<file path="config.mk">
export PLATFORM = sky130hd
export DESIGN_NAME = data_memory_arbiter
export DESIGN_NICKNAME = d
export VERILOG_FILES = /design/src/rtl/data_memory_arbiter.sv
export SDC_FILE = /design/constraint.sdc
export NUM_CORES = 1
export LEC_CHECK = 0
export CAP_MARGIN = 5
export CORE_MARGIN = 3
export CORE_UTILIZATION = 42
export CTS_CLUSTER_SIZE = 16
export DETAILED_ROUTE_END_ITERATION = 12
export PLACE_DENSITY = 0.81
export SYNTH_ARGS = -nofsm -noshare
export SYNTH_HDL_FRONTEND = slang
export SYNTH_SLANG_ARGS = --single-unit
</file>
<file path="constraint.sdc">
create_clock -name clock -period 2.1 [get_ports clock]
set_clock_uncertainty 0.15 [all_clocks]
set_input_delay 0.42 -clock clock [delete_from_list [all_inputs] [get_ports clock]]
set_output_delay 0.42 -clock clock [all_outputs]
set_load 0.03 [all_outputs]
</file>
<file path="src/rtl/data_memory_arbiter.sv">
// data_memory_arbiter: shares the single-port data memory between the CPU
// core and an IO/debug requester with round-robin arbitration.
// Ports:
//   clock, reset          : rising-edge clock, async active-low reset
//   cpu_req/wr/addr/wdata : CPU request, held until cpu_grant
//   cpu_grant/rvalid      : one-cycle access / read-return pulses
//   cpu_rdata             : last CPU read data, held between reads
//   cpu_stall             : cpu_req & ~cpu_grant, to the control unit
//   io_*                  : same channel for the IO/debug requester
//   mem_en/wr/addr/wdata  : memory access strobe and request fields
//   mem_rdata             : memory data, READ_LATENCY cycles after access
module data_memory_arbiter #(
    parameter int DATA_WIDTH    = 11,
    parameter int ADDRESS_WIDTH = 11,
    parameter int READ_LATENCY  = 1
) (
    input  logic                     clock,
    input  logic                     reset,
    input  logic                     cpu_req,
    input  logic                     cpu_wr,
    input  logic [ADDRESS_WIDTH-1:0] cpu_addr,
    input  logic [DATA_WIDTH-1:0]    cpu_wdata,
    output logic                     cpu_grant,
    output logic                     cpu_rvalid,
    output logic [DATA_WIDTH-1:0]    cpu_rdata,
    output logic                     cpu_stall,
    input  logic                     io_req,
    input  logic                     io_wr,
    input  logic [ADDRESS_WIDTH-1:0] io_addr,
    input  logic [DATA_WIDTH-1:0]    io_wdata,
    output logic                     io_grant,
    output logic                     io_rvalid,
    output logic [DATA_WIDTH-1:0]    io_rdata,
    output logic                     io_stall,
    output logic                     mem_en,
    output logic                     mem_wr,
    output logic [ADDRESS_WIDTH-1:0] mem_addr,
    output logic [DATA_WIDTH-1:0]    mem_wdata,
    input  logic [DATA_WIDTH-1:0]    mem_rdata
);

    localparam logic [1:0] LAT = 2'(READ_LATENCY);

    typedef enum logic [1:0] {
        S_IDLE,
        S_ACCESS,
        S_WAIT
    } state_t;

    state_t                     r_state;
    state_t                     w_next;
    logic                       w_sel;
    logic                       w_sel_io;
    logic                       w_access;
    logic                       w_capture;
    logic                       r_owner_io;
    logic                       r_last_io;
    logic                       r_wr;
    logic [ADDRESS_WIDTH-1:0]   r_addr;
    logic [DATA_WIDTH-1:0]      r_wdata;
    logic [1:0]                 r_cnt;
    logic                       r_cpu_rvalid;
    logic                       r_io_rvalid;
    logic [DATA_WIDTH-1:0]      r_cpu_rdata;
    logic [DATA_WIDTH-1:0]      r_io_rdata;

    always_ff @(posedge clock or negedge reset) begin
        if (!reset) begin
            r_state <= S_IDLE;
        end else begin
            r_state <= w_next;
        end
    end

    always_comb begin
        w_next    = r_state;
        w_sel     = 1'b0;
        w_sel_io  = 1'b0;
        w_access  = 1'b0;
        w_capture = 1'b0;
        unique case (r_state)
            S_IDLE: begin
                if (cpu_req || io_req) begin
                    w_sel = 1'b1;
                    // On a tie, the side that did not win last time goes.
                    w_sel_io = io_req && (!cpu_req || !r_last_io);
                    w_next = S_ACCESS;
                end
            end
            S_ACCESS: begin
                w_access = 1'b1;
                w_next   = r_wr ? S_IDLE : S_WAIT;
            end
            S_WAIT: begin
                if (r_cnt == 2'd1) begin
                    w_capture = 1'b1;
                    w_next    = S_IDLE;
                end
            end
            default: w_next = S_IDLE;
        endcase
    end

    always_ff @(posedge clock or negedge reset) begin
        if (!reset) begin
            r_owner_io   <= 1'b0;
            r_last_io    <= 1'b1;
            r_wr         <= 1'b0;
            r_addr       <= '0;
            r_wdata      <= '0;
            r_cnt        <= '0;
            r_cpu_rvalid <= 1'b0;
            r_io_rvalid  <= 1'b0;
            r_cpu_rdata  <= '0;
            r_io_rdata   <= '0;
        end else begin
            if (w_sel) begin
                r_owner_io <= w_sel_io;
                r_last_io  <= w_sel_io;
                r_wr       <= w_sel_io ? io_wr : cpu_wr;
                r_addr     <= w_sel_io ? io_addr : cpu_addr;
                r_wdata    <= w_sel_io ? io_wdata : cpu_wdata;
            end
            if (w_access && !r_wr) begin
                r_cnt <= LAT;
            end else if (r_state == S_WAIT) begin
                r_cnt <= r_cnt - 2'd1;
            end
            r_cpu_rvalid <= w_capture && !r_owner_io;
            r_io_rvalid  <= w_capture && r_owner_io;
            if (w_capture && !r_owner_io) begin
                r_cpu_rdata <= mem_rdata;
            end
            if (w_capture && r_owner_io) begin
                r_io_rdata <= mem_rdata;
            end
        end
    end

    assign cpu_grant  = w_access && !r_owner_io;
    assign io_grant   = w_access && r_owner_io;
    assign cpu_rvalid = r_cpu_rvalid;
    assign io_rvalid  = r_io_rvalid;
    assign cpu_rdata  = r_cpu_rdata;
    assign io_rdata   = r_io_rdata;
    // Gated by reset so every output reads 0 while reset is held.
    assign cpu_stall  = reset && cpu_req && !cpu_grant;
    assign io_stall   = reset && io_req && !io_grant;
    assign mem_en     = w_access;
    assign mem_wr     = w_access && r_wr;
    assign mem_addr   = r_addr;
    assign mem_wdata  = r_wdata;

endmodule

</file>
==> results of run 1 <==
worst max-delay path by stage:
stage,endpoint,cells past startpoint
CTS,io_stall,4
global route,io_stall,4
finish,io_stall,4
global placement,mem_addr[10]$_DFFE_PN0P_,4
detailed placement,mem_addr[10]$_DFFE_PN0P_,5
floorplan,cpu_stall,3
state kept, by name, indices dropped and copies added (netlist names):
register    cells
cpu_rdata      11
cpu_rvalid      1
io_rdata       11
io_rvalid       1
mem_addr       11
mem_wdata      11
r_cnt           2
r_last_io       1
r_owner_io      1
r_state         2
r_wr            1
power breakdown:
part | switching, µW | leakage [µW] | internal (µW)
combinational | 1920 | 0.000946 | 1530
sequential | 285 | 0.000635 | 1530
clock | 338 | 0.0000543 | 357
total | 2540 | 0.00164 | 3410
metrics by stage:
| step | area, µm² | power [µW] | utilization, % | std cells | setup WS [ns] |
|---|---|---|---|---|---|
| floorplan | 2494 | 3871 | - | 217 | 0.04269 |
| global placement | 3731 | 5231 | 66.53 | 400 | 0.05826 |
| detailed placement | 3731 | 5321 | 66.53 | 400 | 0.01223 |
| CTS | 3845 | 6008 | 68.56 | 408 | 0.08452 |
| global route | 3845 | 6307 | 68.56 | 408 | 0.01146 |
| finish | 3845 | 5955 | 68.56 | 408 | 0.07181 |
critical path, stage by stage:
cell and delay (ns):
clkdlybuf4s50_1 0.66, nand2_1 0.11, nor2_1 0.10, buf_4 0.16
logic make-up (layout without fill, tap and decap cells):
logic type,after synthesis,count (layout),synth area share (%)
flip-flops,53,53,53.34
buffers and inverters,44,163,7.943
AO/OA/AOI/OAI,55,55,17.60
adder cells (fa/ha/maj),1,1,0.5027
AND/OR/NAND/NOR,42,42,10.66
multiplexers,22,22,9.955
synthesized netlist by cell type, drive strengths merged, types with 2 or more instances:
cell type   n  area (µm²)
inv        26       97.59
nor2        5       26.27
buf         6       55.05
o311ai     23       269.0
o21ai      27       135.1
nor2b       2       12.51
mux2       22       247.7
nand4      23       143.9
and2        2       12.51
nand2       4       15.01
dfrtp      52        1301
clkbuf     12       45.04
nand2b      2       15.02
a21o        2       15.01
layer usage:
metal	up-vias	routed length, µm	global-route usage [%]	part of all wire (%)
li1	1023	-	-	-
met3	11	494	4.960	7.7
met5	-	0	0	0
met1	1036	2601	23.83	41
met2	104	3226	33.09	50
met4	0	90	6.538	1.4
timing repair:
| action | in CTS | in global routing |
|---|---|---|
| endpoints found under the hold margin | 0 | 0 |
| buffers inserted | 0 | 0 |
| setup endpoints to repair | 1 | 0 |
| gates resized for setup | 1 | 0 |
area by class of cell:
cell class / count / area [µm²]
Clock buffer: 5 / 68.82
Clock inverter: 3 / 46.29
Fill cell: 448 / 1763
Inverter: 26 / 97.59
Multi-Input combinational cell: 120 / 972.2
Sequential cell: 53 / 1328
Tap cell: 72 / 90.09
Timing Repair Buffer: 129 / 1242
==> out/metrics.yaml, run 1 <==
logic_synthesis:
  ys_seq_elements: 53
  synthesis.instances: 217
  syn_avg_cell_area_um2: 11.47
  ys_seq_area_share_pct: 53.34
  yosysWarnings: 0
  synthArstFlopShare_pct: 100.0
  synth_edf_count: 0
  synth-main-ff-cell: "dfrtp_1"
  mappedNetlistArea_um2: 2489
  ys_types: 29
  mappedNetlistNets: 279
floorplanning:
  coreArea_um2: 5608
  row_count: 27
  die_h_um: 82.98
  ios: 113
  fp.dieW_um: 82.98
  start_util_pct: 44.38
  dieArea_um2: 6885
global_routing:
  overflow: 0
  grt.total_usage_pct: 19.39
  antenna_found_initial: 0
  grt_pass1_wl_um: 11050
  grt_max_degree: 29
  grt_pass1_vias: 2313
clock_network:
  h-tree-depth: 2
  cts.sinks: 53
  clock_path_buffers: 2
  cts_buffers: 5
  cts.clk_slew.worst_paths_ns: 0.09
  cts_root_buffer: "clkbuf_8"
  cts_tree: "done"
  cts_hold_buffers: 0
  insertion_delay_ns: 0.31
route:
  via_per_inst: 5.328
  drt_wl_total_um: 6412
  first_pass_iters: 4
  drtIter0Drc: 73
  wl_per_cell_um: 15.72
  detail-route-antenna-nets: 0
  drc: 0
  vias: 2174
critical_path:
  critPathMaxFanout: 9
  r2r-start: "r_state[0]$_DFFE_PN0P_"
  arrival_ns: 1.46
  reg2regPathDepth: 5
  path_class: "input pin to primary output"
  critPathLaunchType: "input pin"
  r2r-end: "cpu_rdata[5]$_DFFE_PN0P_"
  worstPathRequired_ns: 1.53
  end_kind: "primary output"
  cp-startpoint: "io_req"
  r2r_slack_ns: 0.32
cells_and_area:
  drive_above_1_share_pct: 20.83
  nets: 397
  area_growth_pct: 54.50
  diodes: 0
  layout_common_cells: "clkdlybuf4s50_1, dfrtp_1, inv_1, o21ai_0, nand4_1"
  final_common_cell: "clkdlybuf4s50_1"
place:
  gp_congestion: 0.8117
  dp_hpwl_um: 4982
  port_buffers: 112
timing:
  min_period_ns: 2.028
  final_max_slew_viol_count: 0
  setup_viol: 0
  setup_tns_ns: 0
  max_freq_ghz: 0.4931
  relSlewSlack_pct: 75.15
  hold_violations: 2
  rsz0062_at_grt: "false"
  timing.hold.ws_ns: -0.001100
  finalCritPeriodShare_pct: 96.58
  worst_slew_pin_slew_ns: 0.3727
min_path:
  hp-class: "input pin to async pin"
power_and_ir_drop:
  p_leak_uw: 0.001636
  vdd_ir_drop_max_mv: 0.7592
  p_per_area_nw_per_um2: 1549
flow_run:
  maxCapViolations: 0
run_status:
  violations: "hold timing"
  status: "finished with violations"
Power figures use the tool's default switching activity.
==> run 2, diff against run 1 <==
GPL_TIMING_DRIVEN = 0   (was default)
==> out/metrics.yaml, run 2 (same netlist as run 1, synthesis figures left out) <==
run_status:
  status: "complete, no violations"
power_and_ir_drop:
  finalPower_uw: 5830
  internal-power_uw: 3280
  vdd_ir_drop_max_mv: 0.7553
  p_per_area_nw_per_um2: 1512
  p_sw_uw: 2551
  p_comb_share_pct: 59.1
  p_seq_share_pct: 30.8
  clock_power_share_pct: 10.1
  p_leak_uw: 0.001619
  swShare_pct: 43.75
timing:
  timing.hold.ws_ns: 0.03036
  max_freq_ghz: 0.4916
  finalCritPeriodShare_pct: 96.87
  min_period_ns: 2.034
  setup_viol: 0
  setup_slack_ns: 0.06576
  final_max_slew_viol_count: 0
  hold_violations: 0
  relSlewSlack_pct: 54.01
  worst_slew_pin_slew_ns: 0.6875
  rsz0062_at_grt: "true"
route:
  detail-route-antenna-nets: 0
  first_pass_iters: 4
  via_per_inst: 5.278
  drt_wl_total_um: 6647
  wl_per_cell_um: 16.09
  vias: 2180
  drc: 0
  drtIter0Drc: 57
critical_path:
  max_stage_delay_ns: 0.42
  end_kind: "primary output"
  path_class: "flop to primary output"
  path_buf_inv: 1
  arrival_ns: 1.46
  critPathMaxFanout: 4
  critPathLaunchType: "flop"
  worstPathCellList: "nor2b_2, and2_1, dlygate4sd2_1"
  worstPathRequired_ns: 1.53
  crit_family: "flip-flops"
  reg2regPathDepth: 5
  r2r-end: "cpu_rdata[4]$_DFFE_PN0P_"
  r2r_slack_ns: 0.27
  critical-path-slowest-cell: "dfrtp_2"
  r2r-start: "r_state[0]$_DFFE_PN0P_"
cells_and_area:
  layout_common_cells: "clkdlybuf4s50_1, dfrtp_1, inv_1, o21ai_0, nand4_1"
  nets: 402
  drive_above_1_share_pct: 19.06
  final_cells: 413
  final_common_cell: "clkdlybuf4s50_1"
  fill_cells: 465
  area_growth_pct: 54.90
  diodes: 0
min_path:
  hp-class: "input pin to async pin"
place:
  port_buffers: 111
  pre_cts_ws_ns: -0.5469
  placedCellCount: 401
  gp_congestion: 0.7722
  dp_hpwl_um: 4926
clock_network:
  cts_buffers: 5
  cts_tree: "done"
  cts_root_buffer: "clkbuf_8"
  cts.clk_slew.worst_paths_ns: 0.10
  clock_path_buffers: 2
  h-tree-depth: 2
  cts.sinks: 53
  insertion_delay_ns: 0.30
floorplanning:
  row_count: 27
  ios: 113
  dieArea_um2: 6885
  start_util_pct: 44.38
  fp.dieW_um: 82.98
  coreArea_um2: 5608
  die_h_um: 82.98
flow_run:
  maxCapViolations: 0
global_routing:
  grt_pass1_wl_um: 10850
  overflow: 0
  grt.total_usage_pct: 19.45
  grt_max_degree: 39
  grt_pass1_vias: 2186
  antenna_found_initial: 0
==> run 2: cell count changes in the layout (fill, tap and decap cells not counted), moves of 2 or more <==
cell | previous run | this run
buf_4 | 21 | 3
clkbuf_1 | 0 | 10
buf_6 | 0 | 4
buf_2 | 1 | 3
dfrtp_1 | 52 | 50
dfrtp_2 | 0 | 2
dlygate4sd2_1 | 1 | 3
==> run 2: worst min-delay path, stage by stage <==
cell and delay (ns):
buf_4 0.12, buf_12 0.11, buf_12 0.20
==> run 2: power by group through the flow <==
stage,logic (µW),registers [µW],clock network (µW)
3_3_place_gp,3370,1830,0
4_1_cts,3480,1800,613
6_report,3440,1800,589
3_5_place_dp,3430,1850,0
2_1_floorplan,1180,2690,0
5_1_grt,3670,1860,652
==> run 2: how the worst max path moves through the flow <==
stage / startpoint / to / slack [ns] / cells after the start
after floorplan: r_state[0]$_DFFE_PN0P_ / cpu_stall / 0.04 / 3
after global placement: reset / io_stall / -2.31 / 4
after detailed placement: io_req / io_stall / -0.55 / 5
after CTS: io_req / io_stall / 0.03 / 5
after global routing: r_state[0]$_DFFE_PN0P_ / io_stall / -0.02 / 4
final: r_state[1]$_DFFE_PN0P_ / io_grant / 0.07 / 3
==> run 2: timing repair <==
item                                    in CTS  in global routing
hold buffers                                 2                  0
resized for setup                           20                  3
setup buffers                                2                  0
endpoints found under the setup margin       6                  8
hold endpoints to repair                    14                  0
==> run 2: per-layer routing <==
metal | part of all wire [%] | wire length (µm) | up-vias | track usage [%]
li1 | - | - | 1046 | -
met1 | 45 | 2978 | 1030 | 25.80
met2 | 47 | 3142 | 95 | 31.63
met3 | 6.5 | 430 | 9 | 4.861
met4 | 1.4 | 95 | 0 | 5.498
met5 | 0 | 0 | - | 0
==> run 2: cell type report <==
type,instances,area [µm²],share of cell area [%]
multi-input cells,120,972.2,25.22
flip-flops and latches,53,1330,34.50
repair buffers,116,1166,30.25
inverters,26,97.59,2.532
clock inverters,3,25.02,0.6491
well taps,72,90.09,2.337
clock buffers,5,68.82,1.785
plain buffers,18,105.1,2.726
==> run 2: stage by stage <==
step,cell area [µm²],TNS [ns],utilization (%)
2_1_floorplan,2494,0,-
3_3_place_gp,3695,-67.82,65.89
3_5_place_dp,3710,-3.479,66.15
4_1_cts,3850,0,68.65
5_1_grt,3855,-0.02250,68.74
6_report,3855,0,68.74
